--- src/rtl/logic_unit_pkg.sv ---
// Shared definitions for the pipelined logic unit: op encoding and the
// per-bit operation helper that callers replicate across their own width.
package logic_unit_pkg;

    typedef enum logic [2:0] {
        OP_AND    = 3'd0,
        OP_OR     = 3'd1,
        OP_XOR    = 3'd2,
        OP_NAND   = 3'd3,
        OP_NOR    = 3'd4,
        OP_XNOR   = 3'd5,
        OP_NOT_A  = 3'd6,
        OP_PASS_A = 3'd7
    } op_t;

    // Single-bit result; every op is bitwise, so a WIDTH-bit result is this
    // function applied independently to each bit position.
    function automatic logic apply_op(input op_t op, input logic a, input logic b);
        logic r;
        case (op)
            OP_AND:   r = a & b;
            OP_OR:    r = a | b;
            OP_XOR:   r = a ^ b;
            OP_NAND:  r = ~(a & b);
            OP_NOR:   r = ~(a | b);
            OP_XNOR:  r = ~(a ^ b);
            OP_NOT_A: r = ~a;
            default:  r = a;
        endcase
        return r;
    endfunction

endpackage

--- src/rtl/logic_unit_stage.sv ---
// One valid+data register slice of the logic unit pipeline. Data only
// moves when a valid entry is loaded, so an empty slice keeps its old word.
module logic_unit_stage
    import logic_unit_pkg::*;
#(
    parameter int WIDTH = 8
) (
    input  logic             clk,
    input  logic             rst,
    input  logic             adv,
    input  logic             in_v,
    input  logic [WIDTH-1:0] in_d,
    output logic             v,
    output logic [WIDTH-1:0] d
);

    logic             v_q, v_d;
    logic [WIDTH-1:0] d_q, d_d;

    always_comb begin
        v_d = v_q;
        d_d = d_q;
        if (adv) begin
            v_d = in_v;
            if (in_v) begin
                d_d = in_d;
            end
        end
    end

    always_ff @(posedge clk) begin
        if (rst) begin
            v_q <= 1'b0;
            d_q <= '0;
        end else begin
            v_q <= v_d;
            d_q <= d_d;
        end
    end

    assign v = v_q;
    assign d = d_q;

endmodule

--- src/rtl/pipelined_logic_unit.sv ---
// Bitwise op unit followed by a STAGES-deep valid/ready pipeline whose empty
// slices always advance, so bubbles collapse while the output is stalled.
module pipelined_logic_unit
    import logic_unit_pkg::*;
#(
    parameter int WIDTH  = 8,
    parameter int STAGES = 2
) (
    input  logic             clk,
    input  logic             rst,
    input  logic             in_valid,
    output logic             in_ready,
    input  logic [WIDTH-1:0] a,
    input  logic [WIDTH-1:0] b,
    input  logic [2:0]       op,
    output logic             out_valid,
    input  logic             out_ready,
    output logic [WIDTH-1:0] c
);

    logic [WIDTH-1:0]  res;
    logic [STAGES-1:0] adv;
    logic [STAGES-1:0] v;
    logic [WIDTH-1:0]  d [STAGES];

    always_comb begin
        res = '0;
        for (int i = 0; i < WIDTH; i++) begin
            res[i] = apply_op(op_t'(op), a[i], b[i]);
        end
    end

    // Stage i may advance if it, or any stage downstream of it, has a hole,
    // or the consumer is taking the head entry this cycle.
    always_comb begin : adv_chain
        logic room;
        adv  = '0;
        room = out_ready;
        for (int i = STAGES - 1; i >= 0; i--) begin
            room   = room | ~v[i];
            adv[i] = room;
        end
    end

    assign in_ready = adv[0] & ~rst;

    genvar gi;
    for (gi = 0; gi < STAGES; gi++) begin : g_stage
        if (gi == 0) begin : g_head
            logic_unit_stage #(.WIDTH(WIDTH)) u_stage (
                .clk  (clk),
                .rst  (rst),
                .adv  (adv[gi]),
                .in_v (in_valid),
                .in_d (res),
                .v    (v[gi]),
                .d    (d[gi])
            );
        end else begin : g_body
            logic_unit_stage #(.WIDTH(WIDTH)) u_stage (
                .clk  (clk),
                .rst  (rst),
                .adv  (adv[gi]),
                .in_v (v[gi-1]),
                .in_d (d[gi-1]),
                .v    (v[gi]),
                .d    (d[gi])
            );
        end
    end

    assign out_valid = v[STAGES-1];
    assign c         = d[STAGES-1];

endmodule

--- config.mk ---
export PLATFORM = sky130hd
export DESIGN_NAME = pipelined_logic_unit
export DESIGN_NICKNAME = d
export VERILOG_FILES = /design/src/rtl/logic_unit_pkg.sv /design/src/rtl/logic_unit_stage.sv /design/src/rtl/pipelined_logic_unit.sv
export SDC_FILE = /design/constraint.sdc
export NUM_CORES = 1
export LEC_CHECK = 0
export BUFFER_PORTS_ARGS = -buffer_cell sky130_fd_sc_hd__buf_2
export CORE_UTILIZATION = 50
export DETAILED_ROUTE_END_ITERATION = 12
export HOLD_SLACK_MARGIN = 0.15
export PLACE_DENSITY = 0.84
export SYNTH_ARGS = -nofsm -noshare
export SYNTH_HDL_FRONTEND = slang
export SYNTH_SLANG_ARGS = --single-unit
--- constraint.sdc ---
create_clock -name clk -period 1.35 [get_ports clk]
set_input_delay 0.27 -clock clk [delete_from_list [all_inputs] [get_ports clk]]
set_output_delay 0.27 -clock clk [all_outputs]
set_load 0.02 [all_outputs]
==> results of run 1 <==
-- routing by layer --
layer  vias up  wire [µm]  global-route usage (%)
li1        804          -                       -
met1       718       1590                    27.2
met2        49       1640                    37.2
met3         8        161                    1.53
met4         0         66                    6.64
met5         -          0                       0
-- kinds of logic (layout without fill, tap and decap cells) --
kind of cell               after synthesis  after routing  share of synthesized area (%)
and+or+nand+nor                         66             66                           21.9
AOI/OAI and AO/OA                       53             53                           24.6
buffers and inverters                   42             85                           14.2
DFF                                     18             18                           21.8
adders and majority gates               16             16                           12.1
muxes                                    9              9                           5.44
-- what timing repair did --
action,CTS,global route
gates resized for setup,2,2
pin swaps,0,0
setup buffers,0,1
setup endpoints to repair,1,2
-- sequential cells by signal, summed over array words and instances (netlist names) --
| register | flops |
|---|---|
| g_stage.g_body.u_stage.d | 8 |
| g_stage.g_head.u_stage.d | 8 |
| g_stage.g_head.u_stage.v | 1 |
| g_stage.g_body.u_stage.v | 1 |
-- how the worst max path moves through the flow --
stage / startpoint / end / slack (ns) / cells past startpoint
6_report: g_stage[0].g_head.u_stage.v$_SDFFE_PP0N_ / in_ready / 0.02 / 3
5_1_grt: g_stage[0].g_head.u_stage.v$_SDFFE_PP0N_ / in_ready / -0.05 / 3
4_1_cts: g_stage[1].g_body.u_stage.v$_SDFFE_PP0P_ / in_ready / 0.0005 / 3
3_5_place_dp: a[1] / g_stage[0].g_head.u_stage.d[1]$_SDFFE_PP0P_ / -0.09 / 7
3_3_place_gp: a[6] / g_stage[0].g_head.u_stage.d[6]$_SDFFE_PP0P_ / -0.06 / 7
2_1_floorplan: a[1] / g_stage[0].g_head.u_stage.d[1]$_SDFFE_PP0P_ / 0.07 / 6
-- cell type report --
class,count,area [µm²]
Clock buffer,4,36.3
Fill cell,285,1110
Timing Repair Buffer,60,398
Tap cell,44,55.1
Multi-Input combinational cell,144,1060
Inverter,21,78.8
Sequential cell,18,363
-- cells in the mapped netlist (all sizes together), types with 4 or more instances --
cell,number
a211oi,10
a21oi,7
a311oi,5
buf,20
dfxtp,18
ha,16
inv,20
mux2i,9
nand2,9
nand2b,13
nand3,4
nor2,21
nor2b,4
o211ai,4
o21ai,12
-- tightest hold or removal path, delay by kind of cell --
family,cells,cell delay (ns)
AND/OR/NAND/NOR,2,0.14
buffers and inverters,1,0.10
-- power by group through the flow --
stage | combinational, mW | clock, mW | sequential (mW)
after floorplan | 0.293 | 0 | 0.593
after global placement | 0.425 | 0 | 0.594
after detailed placement | 0.438 | 0 | 0.595
after CTS | 0.441 | 0.334 | 0.583
after global routing | 0.497 | 0.364 | 0.587
final | 0.447 | 0.332 | 0.583
-- stage by stage --
stage	std cells	hold WS (ns)	power [mW]	setup TNS, ns
after floorplan	204	0.342	0.886	0
after CTS	290	0.256	1.36	0
after global placement	286	0.446	1.02	-0.251
final	291	0.248	1.36	0
after global routing	291	0.250	1.45	-0.0487
after detailed placement	286	0.448	1.03	-0.450
==> results.md, run 1 <==
* Design area at 0.00200 mm²
* Minimum clock period at 1.33 ns
* DP Area at between 0.0015 and 0.002 mm²
* Hold path endpoint: g_stage[0].g_head.u_stage.v$_SDFFE_PP0N_
* Die area at 0.00355 mm²
* Status: completed
* Final core occ at 64.3%
* FF+latch count, synth at 18
* Global-route wire length before repair at 5.84 mm
* Setup Skew at 0.00630 ns
* Synth Cell Area at 0.00166 mm²
* Final hold violation count at 0
* # rows at 20
* Final worst setup slack at 0.0154 ns
* CTS Hold Bufs at 0
* Area leader, netlist: dfxtp_1
* CTS tree: done
* RePlAce Congestion at 0.880
* R2R Setup Slk at approximately 0.060 ns
* Initial antenna violation count at 0
* Fmax at ~750 MHz
* Dpl ws at -0.0926 ns
* Clock share of power at 24.4%
* Most frequent cells in the layout: buf_2, buf_4, nor2_1, inv_1
* H-tree depth at 1
* Drt initial violations at 46
* Post-synth cell types at 42
* Clk buf depth at 2
* Sw Pwr at 0.421 mW
* Final worst-path cycle share at between 90% and 100%
* RR Endpoint: g_stage[0].g_head.u_stage.d[1]$_SDFFE_PP0P_
* GRT Residual Overflow at 0
* RSZ-0062 raised after global routing: yes
* Kind of critical path: reg -> out
* Int Pwr at ~0.94 mW
* Die Height at 59.5 µm
* Post-synth EDFFs at 0
* Pre-antenna DRT Iters at 4
* Max Cap Violations at 0
* Port-buffer cells at 32
* YS warnings at 0
* Comb pwr share at 32.8%
* CP cell instances: and3b_1 -> nor2_1 -> buf_4
* Routed Antenna Nets at 0
* Reg power frac at 42.8%
* Max-Slew Margin vs Limit at 76.6%
* CP peak stage delay at 0.34 ns
* Cells after Synth at 204
* CTS root buf: clkbuf_4
* Leak at 0.995 nW
* Pin count of the biggest net entering global routing at 16
* Startpoint Class: flop
* Commonest non-fill, non-tap cell in the layout: buf_2
* Final antenna diode count at 0
* Gr usage total at between 20% and 30%
* Layout cells sized above 1 at 31.6%
* I/O Pins at 33
* Min-delay src: in_valid
* Initial core utilization at 53.3%
* Slowest CP cell: dfxtp_2
* Worst R2R Path Depth at 5
* Pwr per Cell Area at 683 mW/mm²
* Synth Flop Type: dfxtp_1
* Worst hold path depth at 3
* R2R Path Start: g_stage[0].g_head.u_stage.v$_SDFFE_PP0N_
* Switching part of the total power at 30.9%
* DRC viols at 0
* Vias post-DR at 1579
* Yosys top cell area share at between 20% and 30%
* Worst path bufs/invs at 1
* Slew Limit Fails at 0
* Ys async rst share at 0%
* Final HPWL DP at 2.74 mm
* Crit path arrival time at roughly 1.1 ns
* Hold Crit Class: in -> reg
* Setup Viol. Count Final at 0
* Avg WL per Cell at 11.9 µm
* Clk Latency, worst-skew pair at 0.29 ns
* Mapped Nets at 243
* # nets final at 287
* Area grow syn2layout at 20.6%
* Clock Sinks at 18
* Die width at 59.5 µm
* Vias in the first global route at 1410
* VDD IR max at roughly 0.00027 V
* Core area at 0.00310 mm²
* Number of CTS-inserted buffers at 3
* Worst EP required at 1.08 ns
* WL final at ~3.5 mm
* Vias per cell at 5.43
* Sequential fraction of the synthesis area at 21.8%
* Worst-path clk slew at about 0.1 ns
* Crit path capture type: output pin
* Synth top area cells: dfxtp_1, ha_1, mux2i_1
* Critical Path Fanout Max at 2
* Pin slew with the least headroom to its limit at between 0.3 and 0.4 ns
* CP top delay family: flip-flops
* Avg Cell Area, Syn at 8.11 µm²
Note: power is estimated with default switching activity, not from simulation.
==> run 2: changes to the inputs <==
==> constraint.sdc (replaced) <==
create_clock -name clk -period 1.35 [get_ports clk]
set_input_delay 0.0675 -clock clk [delete_from_list [all_inputs] [get_ports clk]]
set_output_delay 0.0675 -clock clk [all_outputs]
set_load 0.02 [all_outputs]
==> results.md, run 2 (synthesis results as in run 1) <==
* Status: completed
* # rows at 20
* Number of CTS-inserted buffers at 3
* Design area at 0.00197 mm²
* Startpoint Class: input port
* Vias in the first global route at 1441
* WL final at 3.60 mm
* Layout cells sized above 1 at 26.4%
* Minimum clock period at about 1.3 ns
* Max-Slew Margin vs Limit at 75.5%
* Setup Skew at ~0.00048 ns
* Min-delay src: a[7]
* Final worst-path cycle share at a little over nine tenths
* Crit path arrival time at 1.53 ns
* Area occupied by multi-input gates at 0.00107 mm²
* RePlAce Congestion at between 0.8 and 0.9
* Drt initial violations at 81
* Commonest non-fill, non-tap cell in the layout: buf_2
* Fill cells at 273
* Crit path capture type: flop
* Die Height at just under 60 µm
* Pin count of the biggest net entering global routing at 17
* Kind of critical path: in -> reg
* Vias post-DR at 1587
* Register area at around 360 µm²
* Fmax at about 770 MHz
* Initial antenna violation count at 0
* RSZ-0062 raised after global routing: no
* DP Area at 0.00184 mm²
* Final antenna diode count at 0
* Pwr per Cell Area at 678 mW/mm²
* CTS tree: done
* Clk buf depth at 2
* Core area at between 0.003 and 0.004 mm²
* Gr usage total at approximately 22%
* Postcts setup bufs at 0
* Pre-antenna DRT Iters at 4
* Worst hold path depth at 3
* Critical Path Fanout Max at 12
* Final hold violation count at 0
* Setup Viol. Count Final at 0
* Slew Limit Fails at 0
* Worst-path clk slew at about 0.10 ns
* R2R Path Start: g_stage[1].g_body.u_stage.v$_SDFFE_PP0P_
* Global-route wire length before repair at 6.06 mm
* Initial core utilization at between 50% and 60%
* Leak at 0.964 nW
* Final HPWL DP at 2.68 mm
* R2R Setup Slk at around 0.09 ns
* Die area at 0.00355 mm²
* Hold path endpoint: g_stage[0].g_head.u_stage.d[7]$_SDFFE_PP0P_
* H-tree depth at 1
* RR Endpoint: g_stage[0].g_head.u_stage.d[1]$_SDFFE_PP0P_
* Clock Sinks at 18
* Worst EP required at 1.58 ns
* Hold Crit Class: in -> reg
* Clk Latency, worst-skew pair at roughly 0.28 ns
* Most frequent cells in the layout: buf_2, nor2_1, inv_1, dfxtp_1, ha_1
* VDD IR max at 0.000337 V
* DRC viols at 0
* Pin slew with the least headroom to its limit at 0.368 ns
* Port-buffer cells at 32
* Die width at 59.5 µm
* Avg WL per Cell at about 13 µm
* I/O Pins at 33
* Setup TNS at 0 ns
* GRT Residual Overflow at 0
* Routed Antenna Nets at 0
* Max Cap Violations at 0
* Worst R2R Path Depth at 5
* Vias per cell at 5.61
* # nets final at 279
* CTS root buf: clkbuf_4
* Area grow syn2layout at 19.0%
## run 2: cell types whose count changed in the layout (fill, tap and decap cells not counted), sizes merged
cell,before,now
buf,60,45
dlygate4sd3,0,6
dlymetal6s4s,0,1
## run 2: worst max path at each step
stage                                                         from                                     endpoint
final                                                          rst     g_stage[1].g_body.u_stage.v$_SDFFE_PP0P_
after global placement                                        a[6]  g_stage[0].g_head.u_stage.d[6]$_SDFFE_PP0P_
after CTS                                                out_ready     g_stage[1].g_body.u_stage.v$_SDFFE_PP0P_
after floorplan           g_stage[1].g_body.u_stage.v$_SDFFE_PP0P_  g_stage[1].g_body.u_stage.d[0]$_SDFFE_PP0P_
after global routing      g_stage[1].g_body.u_stage.v$_SDFFE_PP0P_  g_stage[1].g_body.u_stage.d[4]$_SDFFE_PP0P_
after detailed placement                                      a[6]  g_stage[0].g_head.u_stage.d[6]$_SDFFE_PP0P_
## run 2: layer usage
layer	up-vias	part of all wire (%)	wire (µm)	track usage, %
li1	790	-	-	-
met1	750	45	1620	27.4
met2	40	49	1770	38.7
met3	7	3.8	137	1.31
met4	0	2.1	74	8.97
met5	-	0	0	0
## run 2: what timing repair did
item                       4_1_cts  5_1_grt
setup endpoints to repair        0        7
hold endpoints to repair        13        5
resized for setup                0        7
hold buffers                     7        1
## run 2: critical path, stage by stage
cell           delay [ns]
buf_2                0.10
dlygate4sd3_1        0.57
buf_6                0.15
nor2_1               0.09
dlygate4sd3_1        0.54
## run 2: through the flow
step	setup WS, ns	hold slack [ns]	util [%]	cells	power [mW]
finish	0.0512	0.180	63.5	283	1.34
CTS	0.0211	0.167	62.6	283	1.33
floorplan	0.0867	0.140	-	204	0.886
global placement	0.120	0.309	59.2	272	0.985
global route	0.00983	0.181	63.5	283	1.41
detailed placement	0.0646	0.320	59.2	272	0.999
## run 2: area by class of cell
cell class / count / share of cell area (%)
clock buffers: 4 / 1.84
repair buffers: 52 / 18.6
well taps: 44 / 2.80
multi-input cells: 144 / 54.5
flip-flops and latches: 18 / 18.3
inverters: 21 / 4.00
## run 2: report_power, final
group          switching (mW)  total [mW]  internal [mW]
clock network           0.154       0.318          0.164
logic                   0.235       0.435          0.200
registers              0.0185       0.582          0.564
total                   0.408        1.34          0.928
